`config.mk`:
```
export PLATFORM = sky130hd
export DESIGN_NAME = state_sel_master
export DESIGN_NICKNAME = d
export VERILOG_FILES = /design/src/rtl/state_sel_pkg.sv /design/src/rtl/state_sel_master_cycle_timer.sv /design/src/rtl/state_sel_master.sv
export SDC_FILE = /design/constraint.sdc
export NUM_CORES = 1
export LEC_CHECK = 0
export CAP_MARGIN = 20
export CORE_ASPECT_RATIO = 0.6
export CORE_MARGIN = 5
export CORE_UTILIZATION = 30
export CTS_CLUSTER_SIZE = 25
export DETAILED_ROUTE_END_ITERATION = 8
export PLACE_DENSITY = 0.57
export SLEW_MARGIN = 40
export SYNTH_ARGS = -nofsm -noshare
export SYNTH_HDL_FRONTEND = slang
export SYNTH_SLANG_ARGS = --single-unit
```
`constraint.sdc`:
```
create_clock -name clk -period 6.6 [get_ports clk]
set_input_delay 1.32 -clock clk [delete_from_list [all_inputs] [get_ports clk]]
set_output_delay 1.32 -clock clk [all_outputs]
set_load 0.02 [all_outputs]
```
`src/rtl/state_sel_pkg.sv`:
```
// Shared state encodings and slot-select levels for the state-select supervisor.
package state_sel_pkg;

    localparam logic [2:0] ST_IDLE   = 3'd0;
    localparam logic [2:0] ST_RUN1   = 3'd1;
    localparam logic [2:0] ST_RUN2   = 3'd2;
    localparam logic [2:0] ST_REPORT = 3'd3;
    localparam logic [2:0] ST_FAIL   = 3'd4;

    // A parked child is held in reset; a running child detects.
    localparam logic SEL_PARK = 1'b1;
    localparam logic SEL_RUN  = 1'b0;

    typedef enum logic [2:0] {
        S_IDLE   = ST_IDLE,
        S_RUN1   = ST_RUN1,
        S_RUN2   = ST_RUN2,
        S_REPORT = ST_REPORT,
        S_FAIL   = ST_FAIL
    } state_t;

endpackage

```
`src/rtl/state_sel_master_cycle_timer.sv`:
```
// Watchdog counter for an active child slot; expires after TIMEOUT cycles of activity.
module cycle_timer #(
    parameter int TIMEOUT = 16,
    parameter int TW      = 5
) (
    input  logic clk,
    input  logic rst_n,
    input  logic clr,
    input  logic en,
    output logic expired
);

    logic [TW-1:0] cnt;

    always_ff @(posedge clk or negedge rst_n) begin
        if (!rst_n)
            cnt <= '0;
        else if (clr)
            cnt <= '0;
        else if (en)
            cnt <= cnt + 1'b1;
    end

    // Count reaches TIMEOUT-1 after TIMEOUT-1 active edges, so the FSM leaves on edge TIMEOUT.
    assign expired = en && (cnt == TW'(TIMEOUT - 1));

endmodule

```
`src/rtl/state_sel_master.sv`:
```
// Supervisor that releases two child detectors one at a time and reports match or timeout.
module state_sel_master
    import state_sel_pkg::*;
#(
    parameter int TIMEOUT = 16,
    parameter int TW      = 5,
    parameter int CW      = 8
) (
    input  logic          clk,
    input  logic          rst_n,
    input  logic          start,
    input  logic          abort,
    output logic          sel1_out,
    input  logic          done1_in,
    output logic          sel2_out,
    input  logic          done2_in,
    output logic          busy,
    output logic          match,
    output logic          fail,
    output logic [CW-1:0] match_cnt
);

    state_t state, state_nxt;
    logic   expired, tmr_clr, tmr_en;
    logic   done1_ok, done2_ok;

    // A parked child drives x; gating on the select keeps it out of the state logic.
    assign done1_ok = (sel1_out == SEL_RUN) && done1_in;
    assign done2_ok = (sel2_out == SEL_RUN) && done2_in;

    assign tmr_en  = (state == S_RUN1) || (state == S_RUN2);
    assign tmr_clr = (state_nxt != state) && ((state_nxt == S_RUN1) || (state_nxt == S_RUN2));

    cycle_timer #(.TIMEOUT(TIMEOUT), .TW(TW)) u_timer (
        .clk     (clk),
        .rst_n   (rst_n),
        .clr     (tmr_clr),
        .en      (tmr_en),
        .expired (expired)
    );

    always_comb begin
        state_nxt = state;
        if (abort) begin
            state_nxt = S_IDLE;
        end else begin
            case (state)
                S_IDLE:   if (start) state_nxt = S_RUN1;
                S_RUN1: begin
                    if (done1_ok)     state_nxt = S_RUN2;
                    else if (expired) state_nxt = S_FAIL;
                end
                S_RUN2: begin
                    if (done2_ok)     state_nxt = S_REPORT;
                    else if (expired) state_nxt = S_FAIL;
                end
                S_REPORT: state_nxt = S_IDLE;
                S_FAIL:   state_nxt = S_IDLE;
                default:  state_nxt = S_IDLE;
            endcase
        end
    end

    // Outputs are decoded from the next state so they change on the same edge as the state.
    always_ff @(posedge clk or negedge rst_n) begin
        if (!rst_n) begin
            state     <= S_IDLE;
            sel1_out  <= SEL_PARK;
            sel2_out  <= SEL_PARK;
            busy      <= 1'b0;
            match     <= 1'b0;
            fail      <= 1'b0;
            match_cnt <= '0;
        end else begin
            state    <= state_nxt;
            sel1_out <= (state_nxt == S_RUN1) ? SEL_RUN : SEL_PARK;
            sel2_out <= (state_nxt == S_RUN2) ? SEL_RUN : SEL_PARK;
            busy     <= (state_nxt == S_RUN1) || (state_nxt == S_RUN2);
            match    <= (state_nxt == S_REPORT);
            fail     <= (state_nxt == S_FAIL);
            if ((state_nxt == S_REPORT) && (state != S_REPORT) && (match_cnt != {CW{1'b1}}))
                match_cnt <= match_cnt + 1'b1;
        end
    end

endmodule

```
==> run summary, run 1 <==
Post-synthesis sequential area ratio: 48.7%
Placement Rows: 16
Reg2Reg Depth: 7
Antenna Nets Post-Route: 0
VDD IR-drop max: 0.0000752 V
Worst flop-to-flop path endpoint: match_cnt[1]
Number of global-route vias before repair: 798
Initial antenna violation count: 0
TritonRoute pass-1 iters: 3
Fmax: 339 MHz
Clock latency on the worst-skew pair: 260 ps
Top cells by area, synth: dfrtp_1, xor2_1, dfstp_2
Worst-path maximum fanout: 8
Post-Route Skew: 3.40 ps
PD cells: 273 nW/um2
CTS tree: built
Top-Level Pins: 19
GP Congestion: 0.813
Critical Path RT: 6740 ps
Ant diodes: 0
Met2 routed WL: 1050 um
Die H: 56.6 um
Hold-fix buffers at CTS: 0
Count leader, synth: dfrtp_1
Syn-to-layout area delta: 25.5%
Mean Syn Cell Area: 11.3 um2
Outcome: complete, no violations
Ys async rst share: 100%
Critical path type: in2reg
Horiz. Die Dim: 87.6 um
Initial Utilization: 32.2%
Pint: 251 uW
Post-Syn Instances: 96
Hold_ws: 502 ps
Sum of negative setup slack: 0 ps
Highest metal used: met4
Register clock-pin slew on the reported worst setup and hold paths: 80 ps
Finish-stage setup viols: 0
Slew margin rel.: 62.1%
Worst Tran Pin Value: 568 ps
RSZ-0062 raised after global routing: no
Top cell type's share of synthesized area: 43.9%
Root Buffer: clkbuf_8
Routed metal-1 wirelength: 1050 um
Switching share of power: 32.5%
HP Start: match_cnt[7]
Top FF cell, synth: dfrtp_1
CTS Sinks: 21
Final Critical Period: 2950 ps
Routed WL: 2200 um
Nets: 128
Hpwl dp: 1760 um
# DRC: 0
H-tree levels: 1
Hold-critical path depth: 1
Reg power frac: 48.1%
HP Class: reg2reg
Post-DR wirelength/cell: 13.5 um
Comb pwr share: 29.4%
# port buffers: 18
Wire length on met3: 69 um
Initial DRC Count: 95
Grt ovf: 0
Register bit total from synthesis: 21
Via count: 786
Reg2reg start: u_timer.cnt[0]
Max cap viols: 0
Final period util: 44.7%
Power share of the clock group: 22.5%
Die ar.: 4950 um2
Hold Path End: match_cnt[7]
Final Hold Viols: 0
CTS Buffer Depth: 2
Area leader, netlist: dfrtp_1
Nature of the critical path endpoint: flip-flop
Reg2reg setup slack: 4290 ps
Core footprint: 3360 um2
Ratio of cells with drive above 1 in the final layout: 16.1%
Switching Power: 121 uW
DR vias/cell: 4.82
Total CTS buffers: 3
Mapped Area: 1080 um2
Crit path DAT: 3090 ps
Startpoint types: input pin
Fin. max-slew vios: 0
Syn Nets: 105
GRT Overall Usage: 9.77%
Yosys cell types: 36
Post-synth EDFFs: 0
Resize count post-CTS: 0
Largest net degree at the start of global routing: 22
# Post-CTS Setup Buffers: 0
Post-synth top cells: dfrtp_1, a21oi_1, xor2_1
First-pass GRT wire length: 3810 um
LEAKAGE: 0.000593 uW
Yosys synthesis warning count: 0
-- power groups by stage --
stage / clock network, uW / registers (uW) / logic, uW
after floorplan: 0 / 190 / 57.3
after global placement: 0 / 179 / 107
after detailed placement: 0 / 182 / 112
after CTS: 87.3 / 179 / 112
after global routing: 91.2 / 183 / 123
final: 83.4 / 179 / 109
-- layer usage --
layer  vias to the layer above  global-route usage (%)
met5                         -                       0
met4                         0                    3.94
met3                         2                    2.78
met2                         7                    14.5
met1                       391                    13.3
li1                        386                       -
-- worst max path at each step --
stage	from	end	slack, ps	cells after the start
after global routing	done1_in	match_cnt[1]	3540	6
final	done1_in	match_cnt[1]	3650	6
after detailed placement	done1_in	match_cnt[1]	3370	6
after global placement	done1_in	match_cnt[1]	3470	6
after CTS	done1_in	match_cnt[1]	3660	6
after floorplan	done1_in	match_cnt[1]	4030	5
-- cell families (layout without fill, tap and decap cells) --
kind of cell,after synthesis,count (layout),share of synthesized area [%]
simple gates,35,35,21.6
mux,3,3,3.00
fa+ha+maj,3,3,3.46
xor+xnor,9,9,7.28
buf+inv,6,28,2.08
compound gates,19,19,13.9
flops,21,21,48.7
-- stage by stage --
| stage | utilization (%) | instances | area (um2) | power (uW) | setup WS (ps) |
|---|---|---|---|---|---|
| 2_1_floorplan | - | 96 | 1080 | 247 | 4030 |
| 6_report | 40.4 | 163 | 1360 | 371 | 3650 |
| 3_3_place_gp | 39.2 | 159 | 1320 | 287 | 3470 |
| 4_1_cts | 40.4 | 163 | 1360 | 379 | 3660 |
| 5_1_grt | 40.4 | 163 | 1360 | 398 | 3540 |
| 3_5_place_dp | 39.1 | 159 | 1320 | 294 | 3370 |
-- placed cells by master, fill, tap and decap left out, drive strengths merged --
master	Yosys	routed
inv	6	6
nand2	6	6
a21o	2	2
nand2b	4	4
buf	0	1
dfrtp	19	19
xnor2	2	2
nor2b	2	2
a22o	1	1
nor4	4	4
clkdlybuf4s50	0	17
o21a	2	2
o221ai	1	1
dfstp	2	2
mux2i	1	1
nor2	5	5
a21oi	8	8
o2111ai	1	1
o22ai	2	2
nand4	1	1
mux2	2	2
nor3	3	3
a221oi	1	1
nand3	5	5
and3	2	2
nor3b	2	2
or2b	1	1
xor2	7	7
clkbuf	0	4
o22a	1	1
ha	3	3
-- flip-flops by register name (all words and copies together), names as in the netlist --
signal       cells
match_cnt        8
u_timer.cnt      5
state            3
busy             1
fail             1
match            1
sel1_out         1
sel2_out         1
-- layout make-up --
type | count | area, um2
multi-input combinational | 69 | 533
timing repair buffer | 18 | 175
fill | 338 | 2000
inverter | 6 | 22.5
sequential | 21 | 528
tap | 45 | 56.3
clock buffer | 4 | 45.0
-- worst max-delay path: stages --
cell and delay, ps:
clkdlybuf4s50_1 460, nor2b_1 300, nor3_2 110, o221ai_2 390, a21o_1 180, mux2_1 320
No activity file was read; power rests on OpenSTA's default activity.
==> run 2: changes to the inputs <==
clock period = 3.1 ns   (was 6.6 ns; I/O delays follow)
==> run 2 against run 1 <==
Against the previous run: count of clock-buffer cells in the layout is the same; hold slack lost 180 ps; clock skew about the same; sequential share of layout area did not move; first-iteration DRC count is 38% lower; critical endpoint unchanged; die area is the same.
==> run summary, run 2 (same netlist as run 1, synthesis figures left out) <==
RSZ-0062 raised after global routing: no
Final period util: 73.2%
Commonest non-fill, non-tap cells in the layout: dfrtp_1, clkdlybuf4s50_1, a21oi_1, xor2_1
DR vias/cell: 4.94 (+2.4%)
TritonRoute pass-1 iters: 4 (+1)
Switching Power: 253 uW (+110%)
Finish-stage setup viols: 0 (unchanged)
GRT Overall Usage: 9.20% (-0.56 points)
Antenna Nets Post-Route: 0 (unchanged)
Root Buffer: clkbuf_8
Worst Tran Pin Value: 553 ps (-15.3 ps)
Grt ovf: 0 (unchanged)
Nets: 128 (unchanged)
Largest registers: match_cnt x8, u_timer.cnt x5, state x3
Outcome: complete, no violations
Reg2Reg Depth: 7 (unchanged)
Placed Instances: 159 (unchanged)
Hpwl dp: 1750 um (-0.95%)
Post-Layout Cell Count: 163 (unchanged)
Pint: 534 uW (+110%)
Horiz. Die Dim: 87.6 um (unchanged)
Critical Path RT: 3240 ps (-3500 ps)
Reg power frac: 48.3% (+0.2 points)
Startpoint types: flip-flop
Fmax: 440 MHz
Max cap viols: 0 (unchanged)
Nature of the critical path endpoint: flip-flop
Number of global-route vias before repair: 783 (-1.9%)
Fill cells: 334 (-1.2%)
Top reg by flops: match_cnt
Power share of the clock group: 22.0% (-0.5 points)
Die H: 56.6 um (unchanged)
Clock latency on the worst-skew pair: 250 ps (about the same)
Crit path DAT: 2410 ps (-680 ps)
Pwr Total: 787 uW (+110%)
# port buffers: 18 (unchanged)
Final Hold Viols: 0 (unchanged)
Slew margin rel.: 63.1% (+1.0 points)
Largest net degree at the start of global routing: 22 (unchanged)
Initial Utilization: 32.2% (unchanged)
First-pass GRT wire length: 3570 um (-6.1%)
Post-Route Skew: 2.93 ps (-0.471 ps)
LEAKAGE: 0.000593 uW (unchanged)
FF/Latch Area: 528 um2 (unchanged)
Ant diodes: 0 (unchanged)
HP Class: in2async
Placement Rows: 16 (unchanged)
Core footprint: 3360 um2 (unchanged)
Top-Level Pins: 19 (unchanged)
Comb pwr share: 29.7% (+0.3 points)
Sum of negative setup slack: 0 ps (unchanged)
CTS Sinks: 21 (unchanged)
CTS tree: built
Reg2reg start: u_timer.cnt[0]
Ratio of cells with drive above 1 in the final layout: 16.1% (unchanged)
Worst-path maximum fanout: 8 (unchanged)
Multi-input logic area: 533 um2 (unchanged)
Via count: 805 (+2.4%)
CTS Buffer Depth: 2 (unchanged)
Final instance area: 1360 um2 (unchanged)
Crit path from: u_timer.cnt[0]
Post-DR wirelength/cell: 13.2 um (-2.0%)
GP Congestion: 0.812 (about the same)
Resize count post-CTS: 0 (unchanged)
PD cells: 579 nW/um2 (+110%)
Die ar.: 4950 um2 (unchanged)
Placed Area: 1320 um2 (unchanged)
Most common cell after layout, fill and taps aside: dfrtp_1
Total CTS buffers: 3 (unchanged)
Critical path type: reg2reg
Hold_ws: 320 ps (-182 ps)
# Post-CTS Setup Buffers: 0 (unchanged)
Register clock-pin slew on the reported worst setup and hold paths: 70 ps (about the same)
Routed WL: 2160 um (-2.0%)
Initial DRC Count: 59 (-38%)
Hold-fix buffers at CTS: 0 (unchanged)
Initial antenna violation count: 0 (unchanged)
Switching share of power: 32.1% (-0.32 points)
H-tree levels: 1 (unchanged)
Largest register FFs: 8 (unchanged)
# DRC: 0 (unchanged)
Final Critical Period: 2270 ps
Syn-to-layout area delta: 25.5% (unchanged)
Fin. max-slew vios: 0 (unchanged)
VDD IR-drop max: 0.000244 V (+220%)
[run 2: cell counts in the layout (fill, tap and decap cells not counted)]
No cell type changed its count.
[run 2: path summary, 6_finish.rpt]
| kind | endpoint | slack, ps |
|---|---|---|
| min | state[1] | 320 |
| max | match_cnt[1] | 830 |
| max in group asynchronous | sel1_out | 2430 |
| min in group clk | match_cnt[7] | 500 |
| max reg2reg | match_cnt[1] | 830 |
| min reg2reg | match_cnt[7] | 500 |
[run 2: routing by layer]
layer,share of wire (%),wire (um),vias up,GRT usage (%)
met5,0,0,-,0
met4,1.2,26,0,3.94
met3,3.7,79,2,2.19
met2,48,1040,12,14.6
met1,47,1010,404,11.9
li1,-,-,387,-
[run 2: layout make-up]
class,count,share of cell area [%]
timing repair buffer,18,12.9
clock buffer,4,3.31
tap,45,4.14
multi-input combinational,69,39.2
inverter,6,1.66
sequential,21,38.8
[run 2: metrics by stage]
stage | util, % | worst slack (ps)
finish | 40.4 | 830
global route | 40.4 | 654
CTS | 40.4 | 811
detailed placement | 39.1 | 597
global placement | 39.2 | 665
floorplan | - | 1000
[run 2: power by group through the flow]
stage,Sequential [uW],Clock (uW),Combinational (uW)
finish,381,173,234
global route,391,189,256
CTS,382,183,240
detailed placement,387,0,238
global placement,382,0,229
floorplan,404,0,122
[run 2: critical path, stage by stage (launching register included)]
cell and delay (ps):
dfrtp_1 410, ha_1 220, and3_1 190, ha_1 270, nor3_2 280, o221ai_2 230
a21o_1 240, mux2_1 310
